**config.mk**
```make
export PLATFORM = sky130hd
export DESIGN_NAME = tx_wr_arb
export DESIGN_NICKNAME = d
export VERILOG_FILES = /design/src/rtl/tx_wr_arb.sv
export SDC_FILE = /design/constraint.sdc
export NUM_CORES = 1
export LEC_CHECK = 0
export CORE_AREA = 8 8 45 47
export CTS_BUF_LIST = sky130_fd_sc_hd__clkbuf_4 sky130_fd_sc_hd__clkbuf_8
export DETAILED_ROUTE_END_ITERATION = 7
export DIE_AREA = 0 0 53 55
export PLACE_DENSITY = 0.77
export SKIP_LAST_GASP = 1
export SLEW_MARGIN = 20
export SYNTH_ARGS = -nofsm -noshare
export SYNTH_HDL_FRONTEND = slang
export SYNTH_SLANG_ARGS = --single-unit
```
**constraint.sdc**
```tcl
create_clock -name wrt_clk -period 1.9 [get_ports wrt_clk]
set_input_delay 0.19 -clock wrt_clk [delete_from_list [all_inputs] [get_ports wrt_clk]]
set_output_delay 0.19 -clock wrt_clk [all_outputs]
set_load 0.01 [all_outputs]
```
**src/rtl/tx_wr_arb.sv**
```systemverilog
// rtl/tx_wr_arb.sv - two-requester round-robin write arbiter in front of an async FIFO write port
// Bursting is compiled in by defining TX_WR_ARB_BURST_EN; otherwise each grant lasts one beat.
module tx_wr_arb #(
  parameter int DSIZE     = 8,
  parameter int BURST_LEN = 4
) (
  input  logic             wrt_clk,
  input  logic             wrst_n,
  input  logic             m0_valid,
  input  logic [DSIZE-1:0] m0_data,
  output logic             m0_ready,
  input  logic             m1_valid,
  input  logic [DSIZE-1:0] m1_data,
  output logic             m1_ready,
  input  logic             wfull,
  output logic             wrt_en,
  output logic [DSIZE-1:0] wdata,
  output logic             gnt_id,
  output logic             busy
);

  typedef enum logic [1:0] {IDLE, OWN0, OWN1} state_e;

  state_e state_q, state_d;
  logic   last_gnt_q, last_gnt_d;
  logic   own_valid, other_valid, burst_done;
  state_e other_state;

`ifdef TX_WR_ARB_BURST_EN
  logic [3:0] cnt_q, cnt_d;

  assign burst_done = ((cnt_q + 4'd1) == 4'(BURST_LEN));

  // Counter advances only on accepted beats; a full FIFO freezes it.
  always_comb begin
    cnt_d = cnt_q;
    if (state_q == IDLE) begin
      cnt_d = '0;
    end else if (!wfull) begin
      if (own_valid && !burst_done) cnt_d = cnt_q + 4'd1;
      else                          cnt_d = '0;
    end
  end

  always_ff @(posedge wrt_clk or negedge wrst_n) begin
    if (!wrst_n) cnt_q <= '0;
    else         cnt_q <= cnt_d;
  end
`else
  // Without bursting every accepted beat ends the grant.
  localparam int EFF_BURST = BURST_LEN - BURST_LEN + 1;
  assign burst_done = (EFF_BURST == 1);
`endif

  always_comb begin
    own_valid   = (state_q == OWN1) ? m1_valid : m0_valid;
    other_valid = (state_q == OWN1) ? m0_valid : m1_valid;
    other_state = (state_q == OWN1) ? OWN0 : OWN1;
  end

  assign m0_ready = (state_q == OWN0) & ~wfull;
  assign m1_ready = (state_q == OWN1) & ~wfull;
  assign wrt_en   = (((state_q == OWN0) & m0_valid) | ((state_q == OWN1) & m1_valid)) & ~wfull;
  assign wdata    = (state_q == OWN0) ? m0_data : (state_q == OWN1) ? m1_data : '0;
  assign gnt_id   = (state_q == OWN1);
  assign busy     = (state_q != IDLE);

  always_comb begin
    state_d = state_q;
    case (state_q)
      IDLE: begin
        if (m0_valid && m1_valid) state_d = last_gnt_q ? OWN0 : OWN1;
        else if (m0_valid)        state_d = OWN0;
        else if (m1_valid)        state_d = OWN1;
      end
      OWN0, OWN1: begin
        if (!wfull) begin
          if (!own_valid)                     state_d = other_valid ? other_state : IDLE;
          else if (burst_done && other_valid) state_d = other_state;
        end
      end
      default: state_d = IDLE;
    endcase
  end

  always_comb begin
    last_gnt_d = last_gnt_q;
    if (state_d == OWN0)      last_gnt_d = 1'b0;
    else if (state_d == OWN1) last_gnt_d = 1'b1;
  end

  always_ff @(posedge wrt_clk or negedge wrst_n) begin
    if (!wrst_n) begin
      state_q    <= IDLE;
      last_gnt_q <= 1'b1;
    end else begin
      state_q    <= state_d;
      last_gnt_q <= last_gnt_d;
    end
  end

endmodule

```
# After elaboration in Yosys (flattened, before gate mapping)

Index checks and enable logic that the tools add are counted.

Bits in registers: 3
Word-level logic and storage cells: 34
Input port bits: 21

Multiplexer cells: 16
Reductions and logical operators: 5
Equal/unequal tests: 4
Bitwise gates (word level): 7

Operator list:

| cell                 | number |
|---|---|
| $mux W2              | 9 |
| $mux W8              | 2 |
| $and A1 B1 Y1        | 5 |
| $eq A2 B1 Y1 const B | 2 |
| $eq A2 B2 Y1 const B | 2 |
| $mux W1              | 4 |
| $pmux W2 S2          | 1 |
| $reduce_bool A2 Y1   | 2 |
| $logic_not A2 Y1     | 1 |
| $reduce_or A2 Y1     | 1 |
| $logic_and A1 B1 Y1  | 1 |
| $not A1 Y1           | 1 |
| $or A1 B1 Y1         | 1 |

# Depth between registers and ports, before layout

Depth in word-level cells: 9
Gate-level depth with buffers: 8
Depth with buffers taken out: 8

# Worst setup path after synthesis

OpenSTA, ideal clock, no wires.

Kind: register to register
Start point: register state_q[0]
End point: register last_gnt_q
Buffers on the path: 0
Arrival time: 1.730 ns
Clock period less this slack: 1.804 ns
Stages on the path, launching flop included: 8
Path slack: 0.096 ns
Cells stage by stage: dfrtp_1 -> inv_1 -> ha_1 -> o21ai_1 -> a211o_1 -> a31oi_1 -> ha_1 -> mux2i_1

Word-level cells in the longest chain between the ends: 8
Elaborated cells between the ends (all ways): 19
Those cells by class: eq/ne: 4; mux: 12; reduce/logical: 3

Ends and longest elaborated chain:

| item                                                 | line   | source |
|---|---|---|
| start, declared                                      | 24     | `state_e state_q, state_d;` |
| start signal, assigned                               | 97     | `state_q <= state_d;` |
| $eq A2 B2 Y1 (*)                                     | -      |  |
| named net gnt_id                                     | 18     | `output logic gnt_id,` |
| $mux W2 / $mux W1 (equally long branches)            | 58, 57 |  |
| $mux W2, on equally long branches                    | 78, 79 |  |
| $mux W2                                              | 78     | `if (!own_valid) state_d = other_valid ? other_state : IDLE;` |
| $mux W2                                              | 77     | `if (!wfull) begin` |
| $pmux W2 S2 (*)                                      | 70     | `case (state_q)` |
| $eq A2 B1 Y1 / $eq A2 B2 Y1 (equally long branches)  | 88, 89 |  |
| $mux W1 / $reduce_bool A2 Y1 (equally long branches) | -      |  |
| end signal, assigned                                 | 98     | `last_gnt_q <= last_gnt_d;` |
| end, declared                                        | 25     | `logic last_gnt_q, last_gnt_d;` |

The timed path passes the listed nets; every way through them passes the cells marked *.
A chain may end at the register's enable or synchronous reset.

# Final worst setup path

Start point: register state_q[0]
End point: output port wrt_en

Word-level cells in the longest chain between the ends: 4
Elaborated cells between the ends (all ways): 6
Those cells by class: eq/ne: 2; bitwise: 4

Ends and longest elaborated chain:

| item                                                | line | source |
|---|---|---|
| $eq A2 B1 Y1 / $eq A2 B2 Y1 (equally long branches) | 63   | `assign wrt_en = (((state_q == OWN0) & m0_valid) \| ((state_q == OWN1) & m1_valid)) & ~wfull;` |
| $and A1 B1 Y1                                       | 63   |  |
| $or A1 B1 Y1 (*)                                    | 63   |  |
| $and A1 B1 Y1 (*)                                   | 63   |  |
| end, declared                                       | 16   | `output logic wrt_en,` |

Every way passes the cells marked *; elsewhere a longest branch is shown, timed or not.

==> results.txt <==
The cell depth of the worst flop-to-flop path came out at 9. STA puts the critical path data required time at 1.71 ns. The post-synthesis cell type count is 25.

The average instance in the mapped netlist occupies 8.022 um2. The post-layout total power came out at 1.190 mW. The maximum number of pins on one net before global-route repair is 10.

For this run, asynchronously set or reset flops after synthesis account for 100.0%. The startpoint of the most critical register-to-register path is state_q[1]. Setup repair after global routing could not meet its margin everywhere. The class of the most critical setup path is reg -> out. The highest attainable clock frequency came out at 529.6 MHz.

For this configuration, the core starts out at a cell density of 29.57%. In this design, the stage delay of the slowest critical-path cell is 0.40 ns. The clock tree from TritonCTS is done. The core footprint came out at 1384 um2. The first detailed-routing pass took 4 iterations. Clock tree synthesis found a total of 3 sinks. Clock-pin slew was measured on the worst setup and hold paths at 0.04 ns. Counting the buffers created by CTS gives 3. The endpoint identified for the worst register-to-register timing path is last_gnt_q. After detailed routing, the average wire length per cell comes to 16.43 um. After global routing the overflow that remains totals 0.

The die covers 2915 um2. The headroom to the max-slew limit came out at 80.78%. The worst setup path is launched from a flop. The synthesized instance count is 51. The proportion of netlist area held by the largest area contributor is 18.35%. The number of routed nets with antenna violations came out at 0. The setup check on the worst reg-to-reg path leaves a slack of 0.04 ns. STA classifies the critical path endpoint as a primary output. Across every metal layer, demand over resource in global routing totals 12.32%. The maximum fanout along the worst path is 4. The leading cell type by number of instances after synthesis is sky130_fd_sc_hd__a22o_1. The max-slew violation count came out at 0. The DRC marker count from the first detailed-route iteration came out at 10. The power density relative to cell area is 1286 nW/um2. The share of synthesized area occupied by flip-flops and latches is 18.65%. The number of nets in the synthesized netlist is 78.

Walking the worst path, the cells encountered are buf_4 > ha_1 > nor2b_2 > a22o_2 > dlygate4sd2_1. The area after detailed placement came out at 822.0 um2. The wire length of the first global-routing pass is 2622 um. The final estimated routing congestion in global placement came out at 0.8061. The period utilization is 99.38%. The tool flagged a number of max-cap violations equal to 0.

After detailed routing, the number of remaining DRC violations is 0. The worst slack at placement is -0.01641 ns. In the routed layout, each cell is associated on average with a via count of 5.137. The slowest stage of the critical path belongs to the cell sky130_fd_sc_hd__dfrtp_1. VDD sags by at most 0.7015 mV. After synthesis the cells add up to 409.1 um2. From left edge to right edge, the die measures 53 um.

For this design the static power due to leakage is 0.4761 nW. In this run, post-CTS hold repair placed 0 buffers. The net count of the finished layout is 129.

Setup violations remaining at the end of the flow were counted as 0. Sorting the synthesized cells by how often they occur yields sky130_fd_sc_hd__a22o_1 (7), sky130_fd_sc_hd__ha_1 (6), sky130_fd_sc_hd__inv_1 (6). The worst setup margin is 0.01187 ns.

Sorting the synthesized cells by area gives the leading types as sky130_fd_sc_hd__ha_1 (18%), sky130_fd_sc_hd__a22o_1 (15%), sky130_fd_sc_hd__dfrtp_1 (12%). For this run, the leading register cell type out of synthesis is sky130_fd_sc_hd__dfrtp_1. After routing the design area is 924.6 um2. The die is 55 um tall. The setup skew after layout is 0.00004741 ns.

The HPWL after detailed placement is 1453 um. Counting flops with a built-in enable in the synthesized netlist gives 0. Counting I/O delays and the setup requirement, the final critical path takes 1.888 ns. The wire length reported by the detailed router came out at 1922 um. The run finished with clean final reports. The largest buffer count on any clock path is 2. The tree is rooted in a sky130_fd_sc_hd__clkbuf_4.

The growth of design area from synthesis to finish is 126.0%. For the pin with the worst max-slew slack, the measured transition is 0.2861 ns. Buffers placed on the I/O ports in this run total 33. The routed via count is 601. The synthesized design contains 3 register bits.

The worst hold-check path type is in -> async. The synthesis warning total came out at 0. The antenna diode count came out at 0. The total number of H-tree levels is 1.

The via count of the first global-routing pass is 600. The signal arrival time at the worst endpoint is 1.70 ns. The number of antenna violations at the first check in global routing came out at 0. The number of hold violations in the final report was 0. In this run the count of I/O pins placed on the die edge is 34. The clock latency of the later-clocked register in the worst-skew pair is 0.23 ns. The site row count came out at 14. The fraction of layout cells with a size suffix above 1 came out at 27.72%. The library cell with the largest summed area after synthesis is sky130_fd_sc_hd__ha_1.
## registers in the layout (all words and copies together), names as in the netlist
name and count:
last_gnt_q 1, state_q 2
## per-stage QoR
| stage | setup TNS, ns | cells | hold slack, ns | utilization, % |
|---|---|---|---|---|
| 6_report | 0 | 117 | 0.1345 | 66.82 |
| 5_1_grt | -0.09573 | 117 | 0.1489 | 66.82 |
| 4_1_cts | 0 | 115 | 0.1290 | 63.20 |
| 3_5_place_dp | -0.01641 | 108 | 0.3817 | 59.40 |
| 3_3_place_gp | 0 | 108 | 0.3811 | 59.40 |
| 2_1_floorplan | 0 | 51 | -0.1056 | - |
## cell families after synthesis
| group | Yosys count | share of synthesized area, % |
|---|---|---|
| adders and majority gates | 6 | 18.35 |
| DFF | 3 | 18.66 |
| and+or+nand+nor | 12 | 14.07 |
| muxes | 2 | 4.893 |
| buffers and inverters | 8 | 7.643 |
| AOI/OAI and AO/OA | 20 | 36.39 |
## how the worst max path moves through the flow
stage               cells after the start  slack [ns]       start    endpoint
finish                                  5        0.01  state_q[0]      wrt_en
global route                            5       -0.05  state_q[0]      wrt_en
CTS                                     7       0.004  state_q[1]    wdata[4]
detailed placement                      9       -0.02  state_q[0]  last_gnt_q
global placement                        9        0.04  state_q[0]  last_gnt_q
floorplan                               7         0.1  state_q[0]  last_gnt_q
## repair_timing
item,in CTS,in global routing
buffers inserted,3,2
endpoints found under the setup margin,11,11
gates resized for setup,13,14
pin swaps,1,1
## routing by layer
| metal | routed length (um) | track usage (%) |
|---|---|---|
| met2 | 895 | 22.27 |
| met5 | 0 | 0 |
| met4 | 52 | 9.483 |
| met1 | 764 | 12.06 |
| met3 | 209 | 2.674 |
## critical path: cells and delay by family, from the launching register on
kind	cells	cell delay, ns
flip-flops	1	0.40
adder cells (fa/ha/maj)	1	0.22
AO/OA/AOI/OAI	1	0.25
buffers and inverters	2	0.43
AND/OR/NAND/NOR	1	0.17
## placed cells by master (no fill, tap or decap), drive strengths merged, types with 2 or more instances in the layout
cell	count
buf	14
nor2	2
nand2	4
clkbuf	4
ha	6
dlygate4sd2	4
dlymetal6s2s	3
nor3	2
nor2b	2
o21ai	4
dfrtp	2
inv	7
a22o	8
mux2i	2
clkdlybuf4s50	21
clkdlybuf4s15	5
## power by group
group	switching, mW	internal, mW
Clock	0.0340	0.0930
Combinational	0.425	0.520
Sequential	0.0210	0.0969
## area by class of cell
cell class	count	area (um2)
Inverter	7	26.28
Clock buffer	4	30.03
Multi-Input combinational cell	40	334.1
Timing Repair Buffer	47	437.9
Fill cell	117	459.2
Tap cell	16	20.02
Sequential cell	3	76.32
No activity file was read; power rests on OpenSTA's default activity.
